[config.mk]
export PLATFORM = sky130hd
export DESIGN_NAME = bcd_scan_counter
export DESIGN_NICKNAME = d
export VERILOG_FILES = /design/src/rtl/bcd_scan_counter.sv
export SDC_FILE = /design/constraint.sdc
export NUM_CORES = 1
export LEC_CHECK = 0
export ABC_CLOCK_PERIOD_IN_PS = 3000
export BUFFER_PORTS_ARGS = -buffer_cell sky130_fd_sc_hd__buf_2
export CAP_MARGIN = 5
export CORE_MARGIN = 5
export CORE_UTILIZATION = 50
export CTS_CLUSTER_SIZE = 30
export DETAILED_ROUTE_END_ITERATION = 8
export PLACE_DENSITY = 0.7
export REMOVE_ABC_BUFFERS = 1
export SETUP_SLACK_MARGIN = 0.05
export SYNTH_ARGS = -nofsm -noshare
export SYNTH_HDL_FRONTEND = slang
export SYNTH_SLANG_ARGS = --single-unit
[constraint.sdc]
create_clock -name clk -period 3 [get_ports clk]
set_input_delay 0.3 -clock clk [delete_from_list [all_inputs] [get_ports clk]]
set_output_delay 0.3 -clock clk [all_outputs]
set_load 0.005 [all_outputs]
[src/rtl/bcd_scan_counter.sv]
// BCD up/down counter with load, clamped load digits, wrap pulse and a
// multiplexed active-low 7-segment scanner with optional leading-zero blanking.
module bcd_scan_counter #(
   parameter int unsigned DIGITS   = 4,
   parameter int unsigned TICK_DIV = 6_250_000,
   parameter int unsigned SCAN_DIV = 12_500
) (
   input  logic                  clk,
   input  logic                  rst,
   input  logic                  en,
   input  logic                  up,
   input  logic                  load,
   input  logic [4*DIGITS-1:0]   load_val,
   input  logic                  blank_lz,
   output logic [7:0]            segmentos,
   output logic [DIGITS-1:0]     sel_seg,
   output logic [4*DIGITS-1:0]   bcd_out,
   output logic                  wrap
);

   localparam int unsigned BCD_W  = 4 * DIGITS;
   localparam int unsigned TICK_W = (TICK_DIV > 1) ? $clog2(TICK_DIV) : 1;
   localparam int unsigned SCAN_W = (SCAN_DIV > 1) ? $clog2(SCAN_DIV) : 1;
   localparam int unsigned IDX_W  = (DIGITS > 1) ? $clog2(DIGITS) : 1;

   localparam logic [TICK_W-1:0] TICK_LAST = TICK_W'(TICK_DIV - 1);
   localparam logic [SCAN_W-1:0] SCAN_LAST = SCAN_W'(SCAN_DIV - 1);
   localparam logic [IDX_W-1:0]  IDX_LAST  = IDX_W'(DIGITS - 1);

   logic [TICK_W-1:0] tick_cnt;
   logic [SCAN_W-1:0] scan_cnt;
   logic [IDX_W-1:0]  idx;

   logic              tick_c;
   logic              slot_end_c;
   logic              step_c;
   logic [BCD_W-1:0]  bcd_step_c;
   logic              carry_c;
   logic [BCD_W-1:0]  bcd_load_c;
   logic [DIGITS-1:0] lz_c;
   logic [3:0]        digit_c;
   logic              blank_c;
   logic [DIGITS-1:0] sel_c;

   // Active-low 7-segment pattern, dp off.
   function automatic logic [7:0] seg7(input logic [3:0] d);
      logic [7:0] s;
      case (d)
         4'd0:    s = 8'hC0;
         4'd1:    s = 8'hF9;
         4'd2:    s = 8'hA4;
         4'd3:    s = 8'hB0;
         4'd4:    s = 8'h99;
         4'd5:    s = 8'h92;
         4'd6:    s = 8'h82;
         4'd7:    s = 8'hF8;
         4'd8:    s = 8'h80;
         4'd9:    s = 8'h90;
         default: s = 8'hFF;
      endcase
      return s;
   endfunction

   assign tick_c     = (tick_cnt == TICK_LAST);
   assign slot_end_c = (scan_cnt == SCAN_LAST);
   assign step_c     = tick_c && en && !load;

   // Cascaded decimal increment/decrement; carry out of the top digit is the wrap.
   always_comb begin : p_step
      logic       carry;
      logic [3:0] d;
      bcd_step_c = bcd_out;
      carry      = 1'b1;
      d          = 4'd0;
      for (int k = 0; k < DIGITS; k++) begin
         d = bcd_out[4*k +: 4];
         if (carry) begin
            if (up) begin
               if (d >= 4'd9) begin
                  bcd_step_c[4*k +: 4] = 4'd0;
               end else begin
                  bcd_step_c[4*k +: 4] = d + 4'd1;
                  carry = 1'b0;
               end
            end else begin
               if (d == 4'd0) begin
                  bcd_step_c[4*k +: 4] = 4'd9;
               end else begin
                  bcd_step_c[4*k +: 4] = d - 4'd1;
                  carry = 1'b0;
               end
            end
         end
      end
      carry_c = carry;
   end

   // Load value with every out-of-range digit clamped to 9.
   always_comb begin : p_clamp
      logic [3:0] d;
      bcd_load_c = '0;
      d          = 4'd0;
      for (int k = 0; k < DIGITS; k++) begin
         d = load_val[4*k +: 4];
         bcd_load_c[4*k +: 4] = (d > 4'd9) ? 4'd9 : d;
      end
   end

   // lz_c[k] is set when digits k..DIGITS-1 are all zero.
   always_comb begin : p_lz
      logic run;
      lz_c = '0;
      run  = 1'b1;
      for (int k = DIGITS - 1; k >= 0; k--) begin
         run     = run && (bcd_out[4*k +: 4] == 4'd0);
         lz_c[k] = run;
      end
   end

   // Pick the digit under scan, its select line and its blanking state.
   always_comb begin : p_pick
      digit_c = 4'd0;
      blank_c = 1'b0;
      sel_c   = '1;
      for (int k = 0; k < DIGITS; k++) begin
         if (idx == IDX_W'(k)) begin
            digit_c  = bcd_out[4*k +: 4];
            blank_c  = blank_lz && (k != 0) && lz_c[k];
            sel_c[k] = 1'b0;
         end
      end
   end

   // Tick divider; a load restarts the count period.
   always_ff @(posedge clk or posedge rst) begin
      if (rst) begin
         tick_cnt <= '0;
      end else if (load || tick_c) begin
         tick_cnt <= '0;
      end else begin
         tick_cnt <= tick_cnt + TICK_W'(1);
      end
   end

   // Count register and wrap pulse; load wins over a coincident tick.
   always_ff @(posedge clk or posedge rst) begin
      if (rst) begin
         bcd_out <= '0;
         wrap    <= 1'b0;
      end else begin
         wrap <= 1'b0;
         if (load) begin
            bcd_out <= bcd_load_c;
         end else if (step_c) begin
            bcd_out <= bcd_step_c;
            wrap    <= carry_c;
         end
      end
   end

   // Scan divider and digit index.
   always_ff @(posedge clk or posedge rst) begin
      if (rst) begin
         scan_cnt <= '0;
         idx      <= '0;
      end else if (slot_end_c) begin
         scan_cnt <= '0;
         idx      <= (idx == IDX_LAST) ? '0 : idx + IDX_W'(1);
      end else begin
         scan_cnt <= scan_cnt + SCAN_W'(1);
      end
   end

   // Registered display drive sampled from the live count.
   always_ff @(posedge clk or posedge rst) begin
      if (rst) begin
         segmentos <= 8'hFF;
         sel_seg   <= '1;
      end else begin
         segmentos <= blank_c ? 8'hFF : seg7(digit_c);
         sel_seg   <= sel_c;
      end
   end

endmodule

# --- Word level (Yosys, flattened, before mapping) ---
# Memories as Yosys holds them, arrays and structs flattened.
# Cells that the tools add are included.
classes:
  add_sub_neg: 11
  n_mul: 0
  n_div: 0
  magnitude_cmp: 8
  n_eq_ne: 5
  shift: 0
  muxes: 53
  bitwise: 0
  n_reduce_logical: 21
op_table:
  columns: ["cell", "count"]
  rows:
  - ["$mux W4", 23]
  - ["$mux W16", 2]
  - ["$mux W1", 24]
  - ["$add A23 B1 Y23 const B", 1]
  - ["$eq A23 B23 Y1 const B", 1]
  - ["$mux W23", 1]
  - ["$add A4 B1 Y4 const B", 4]
  - ["$ge A4 B4 Y1 const B", 4]
  - ["$gt A4 B4 Y1 const B", 4]
  - ["$logic_not A4 Y1", 4]
  - ["$sub A4 B1 Y4 const B", 4]
  - ["$add A14 B1 Y14 const B", 1]
  - ["$eq A14 B14 Y1 const B", 1]
  - ["$mux W14", 1]
  - ["$mux W8", 1]
  - ["$reduce_bool A2 Y1", 4]
  - ["$logic_and A1 B1 Y1", 7]
  - ["$reduce_and A2 Y1", 3]
  - ["$eq A2 B2 Y1 const B", 2]
  - ["$add A2 B1 Y2 const B", 1]
  - ["$eq A2 B1 Y1 const B", 1]
  - ["$logic_not A2 Y1", 1]
  - ["$mux W2", 1]
  - ["$logic_not A1 Y1", 1]
  - ["$logic_or A1 B1 Y1", 1]
word_totals:
  regBits: 68
  latch_bits: 0
  ram_bits: 0
  mem_bits_ro: 112
  input_bits: 22
  word_cells: 109
  mem_count: 1
memory_table:
  columns: ["name", "words", "width", "rd", "rd_clocked_by_memory_dff", "write_ports", "line_no", "text"]
  rows:
  - ["(name not given)", 16, 7, 1, 0, 0, "48", "case (d)"]

# --- Depth between registers and ports, before layout ---
logic_depth:
  word_depth: 8
  ltp_mapped: 11
  ltp_nobuf: 10

# --- Least setup slack after synthesis ---
# Ideal clock, no wire load.
synth_timing:
  path_kind: "flip-flop to flip-flop"
  start: "register bcd_out[0]"
  end: "register bcd_out[13]"
  setup_ns: 0.069
  arrival_ns: 2.253
  path_slack_ns: 0.677
  path_stages_with_launch: 9
  synth_period_minus_slack_ns: 2.323
  path_cell_list: "dfrtp_1 > inv_1 > ha_1 > buf_4 > or3b_1 > o32ai_4 > nand4_4 > or4_1 > nand3_1"
synth_via:
  elab_chain_len: 7
  word_cells_on_any_way: 9
  classes_between: "order compare: 1; mux: 5; reduce/logical: 3"
synth_lines:
  columns: ["item", "line_no", "text"]
  rows:
  - ["from (decl)", "17", "output logic [4*DIGITS-1:0] bcd_out,"]
  - ["from (signal assigned)", "153", "bcd_out <= bcd_load_c;"]
  - ["from (signal assigned)", "155", "bcd_out <= bcd_step_c;"]
  - ["$ge A4 B4 Y1 or $logic_not A4 Y1 (tied branches)", null, null]
  - ["$mux W1 (on tied branches)", "79, 86", null]
  - ["$mux W1 (*)", "78", "if (up) begin"]
  - ["$mux W1 (*) (2 in a row)", "77", "if (carry) begin"]
  - ["$reduce_bool A2 Y1 (no source line) (*)", null, null]
  - ["$reduce_and A2 Y1 (no source line) (*)", null, null]
# Every way passes the cells marked *; elsewhere a longest branch is shown, timed or not.
# A chain may end at the register's enable or synchronous reset.

# --- Worst setup path after layout ---
# Ends and elaborated chain as after synthesis.

==> flow_summary_export.csv <==
group,metric,value,unit
clocking,clk_latency,0.35,ns
floorplan,core.rowCount,34,
logic_synthesis,ys.flop_type,"dfrtp_1",
place,postPlaceCellArea,4832,um2
clocking,cts.sinks,67,
logic_synthesis,synth-xor-area-share,6.834,%
logic_synthesis,synth_fa_ha_area_share,6.695,%
floorplan,start_util,51.43,%
clocking,htreeDepth,3,
clocking,cts.clk_slew.worst_paths,0.09,ns
place,port-buffer-count,49,
clocking,cts_root_buf,"clkbuf_8",
hold_path,hold_class,"in -> async",
critical_path,crit_path_end_kind,"register",
critical_path,worstPathMaxFanout,9,
logic_synthesis,seq_area_frac_synth,37.68,%
place,dpl_worst_slack,0.4528,ns
clocking,cts_tree,"done",
logic_synthesis,synth_top_family_by_area,"simple AND/OR/NAND/NOR gates",
power,leakagePower,0.002209,uW
critical_path,cp.required,3.28,ns
timing,min_period,2.589,ns
critical_path,crit_type,"reg -> reg",
timing,setup_violations,0,
layout,finalNonFillerCells,669,
timing,slew_headroom,51.98,%
timing,clock_skew,0.01364,ns
logic_synthesis,yosys.area.top_type,"dfrtp_1",
logic_synthesis,yosysTopAreaCellShare,31.24,%
logic_synthesis,async_reset_ff_share,100.0,%
logic_synthesis,synth_cells,511,
logic_synthesis,yosysUniqueCellTypes,71,
layout,nets,602,
floorplan,io_pins,51,
logic_synthesis,ys_warn_count,0,
flow_run,max_cap_viol_count,0,
floorplan,core,8721,um2
logic_synthesis,ys_ff_latch,67,
critical_path,startpoint_type,"register",
clocking,cts_hold_buf,0,
global_route,grt_use_total,18.90,%
global_route,antenna_found_initial,0,
layout,areaGrowthSynthToFinish,12.72,%
logic_synthesis,synth_edf_count,0,
power,cellPowerDensity,448.7,nW/um2
place,hpwl,7644,um
logic_synthesis,syn_area_per_cell,8.778,um2
drt,drt_wl_total,10370,um
clocking,postCtsSetupBuffers,0,
critical_path,r2r-start,"bcd_out[0]",
drt,dr_total_vias,3877,
place,place_congestion,0.9063,
global_route,grt_pass1_wl,17340,um
global_route,grt_max_degree,38,
layout,final_layout_size_suffix_gt1_share,17.47,%
status,status,"finished clean",
drt,routed_via_density,5.795,
timing,rsz0062_at_grt,"false",
timing,fmax,0.3862,GHz
timing,final-hold-violation-count,0,
logic_synthesis,synth.area.top_cells,"dfrtp_1 31%, ha_1 6.7%, dfstp_2 6.4%",
drt,ant_nets,0,
drt,drc,0,
logic_synthesis,synth_area,4486,um2
drt,wl_per_cell,15.50,um
global_route,grt-ovfl-total,0,
place,placedCellCount,653,
logic_synthesis,synthSimpleGateAreaFrac,25.27,%
timing,tightest_slew,0.7148,ns
critical_path,startpoint,"bcd_out[0]",
drt,drt_first_iter_violations,214,
clocking,cts_inserted_buffers,9,
floorplan,die_area,10970,um2
global_route,grt_pass1_vias,3579,
critical_path,cp.arrival,2.87,ns
drt,drtPass1Iterations,4,
logic_synthesis,synth_compound_gate_area_share,16.15,%
floorplan,dieHeight,104.7,um
logic_synthesis,synth_mux_area_share,1.841,%
timing,fin_crit_sh,86.31,%
timing,fin_ws,0.4106,ns
power,ir_drop,210.0,uV
clocking,ctsResizeCount,0,
timing,drv_slew,0,
floorplan,dieWidth,104.7,um
layout,diodes,0,
clocking,ctsLongestPathBuffers,2,
timing,fin_setup_tns,0,ns
layout,fin_area,5056,um2
timing,hold_slack,0.008791,ns
[cell type report]
type                            count  area (um2)
Fill cell                         789        3665
Multi-Input combinational cell    381        2551
Sequential cell                    67        1690
Timing Repair Buffer               57       305.3
Inverter                           40       150.1
Tap cell                          108       135.1
Clock buffer                        9       123.9
Clock inverter                      7       100.1
[worst max-delay path, stage by stage (launching register included)]
cell,delay [ns]
dfrtp_1,0.47
inv_1,0.14
ha_1,0.33
or3b_1,0.44
o32ai_4,0.36
nand4_4,0.19
or4_1,0.51
nand3_1,0.08
[worst paths after layout]
check	slack, ns	depth (start not counted)	to
max reg2reg	0.41	7	bcd_out[13]
min	0.009	3	bcd_out[2]
min reg2reg	0.49	1	tick_cnt[0]
max in group asynchronous	2.60	3	wrap
max	0.41	7	bcd_out[13]
min in group clk	0.18	3	bcd_out[2]
[cells by family after synthesis]
logic type      count (synthesis)
simple gates                  208
compound gates                105
flops                          67
buf+inv                        63
xor+xnor                       35
fa+ha+maj                      24
mux                             8
other cells                     1
[cells in the mapped netlist (all sizes together) (3+ instances only)]
cell type	number
a211oi	5
a21oi	16
a31oi	6
a32oi	3
and3	10
clkbuf	21
dfrtp	56
dfstp	11
ha	24
inv	39
mux2i	6
nand2	33
nand2b	6
nand3	30
nand3b	5
nand4	7
nor2	60
nor2b	6
nor3	18
nor3b	9
nor4	4
nor4bb	3
o21ai	29
o21bai	3
o22ai	4
o31a	3
o31ai	7
o32ai	3
o41ai	3
or3b	3
or4	5
xnor2	23
xor2	12
[where the power goes]
part,switching [uW],total (uW),internal (uW)
Clock,384,860,475
Sequential,65.6,1020,952
Combinational,220,391,171
Total,670,2270,1600
[per-layer routing]
metal	wire (um)	GRT usage, %
met5	0	0
met4	180	6.027
met1	4540	24.31
met3	626	3.761
met2	5024	32.04
[sequential cells by signal (all words and copies together), names as in the netlist]
signal and count:
bcd_out 16, idx 2, scan_cnt 14, segmentos 7, sel_seg 4, tick_cnt 23, wrap 1
[layout by cell type, fill, tap and decap left out, drive strengths merged, types with 5 or more instances in the layout]
master	netlist	final
xor2	12	12
or4	5	5
nor3	18	18
clkbuf	21	9
nor3b	9	9
a211oi	5	5
ha	24	24
a31oi	6	6
nand3b	5	5
o21ai	29	29
xnor2	23	23
dfrtp	56	56
nand3	30	30
dfstp	11	11
o31ai	7	7
nand4	7	7
nand2b	6	6
nor2b	6	6
buf	2	57
mux2i	6	6
inv	39	41
nor2	60	60
and3	10	10
nand2	33	33
a21oi	16	16
[stage by stage]
stage / util, % / power (uW)
floorplan: - / 1272
global placement: 55.41 / 1416
detailed placement: 55.41 / 1426
CTS: 57.98 / 2290
global route: 57.98 / 2376
finish: 57.98 / 2268
No activity file was read; power rests on OpenSTA's default activity.
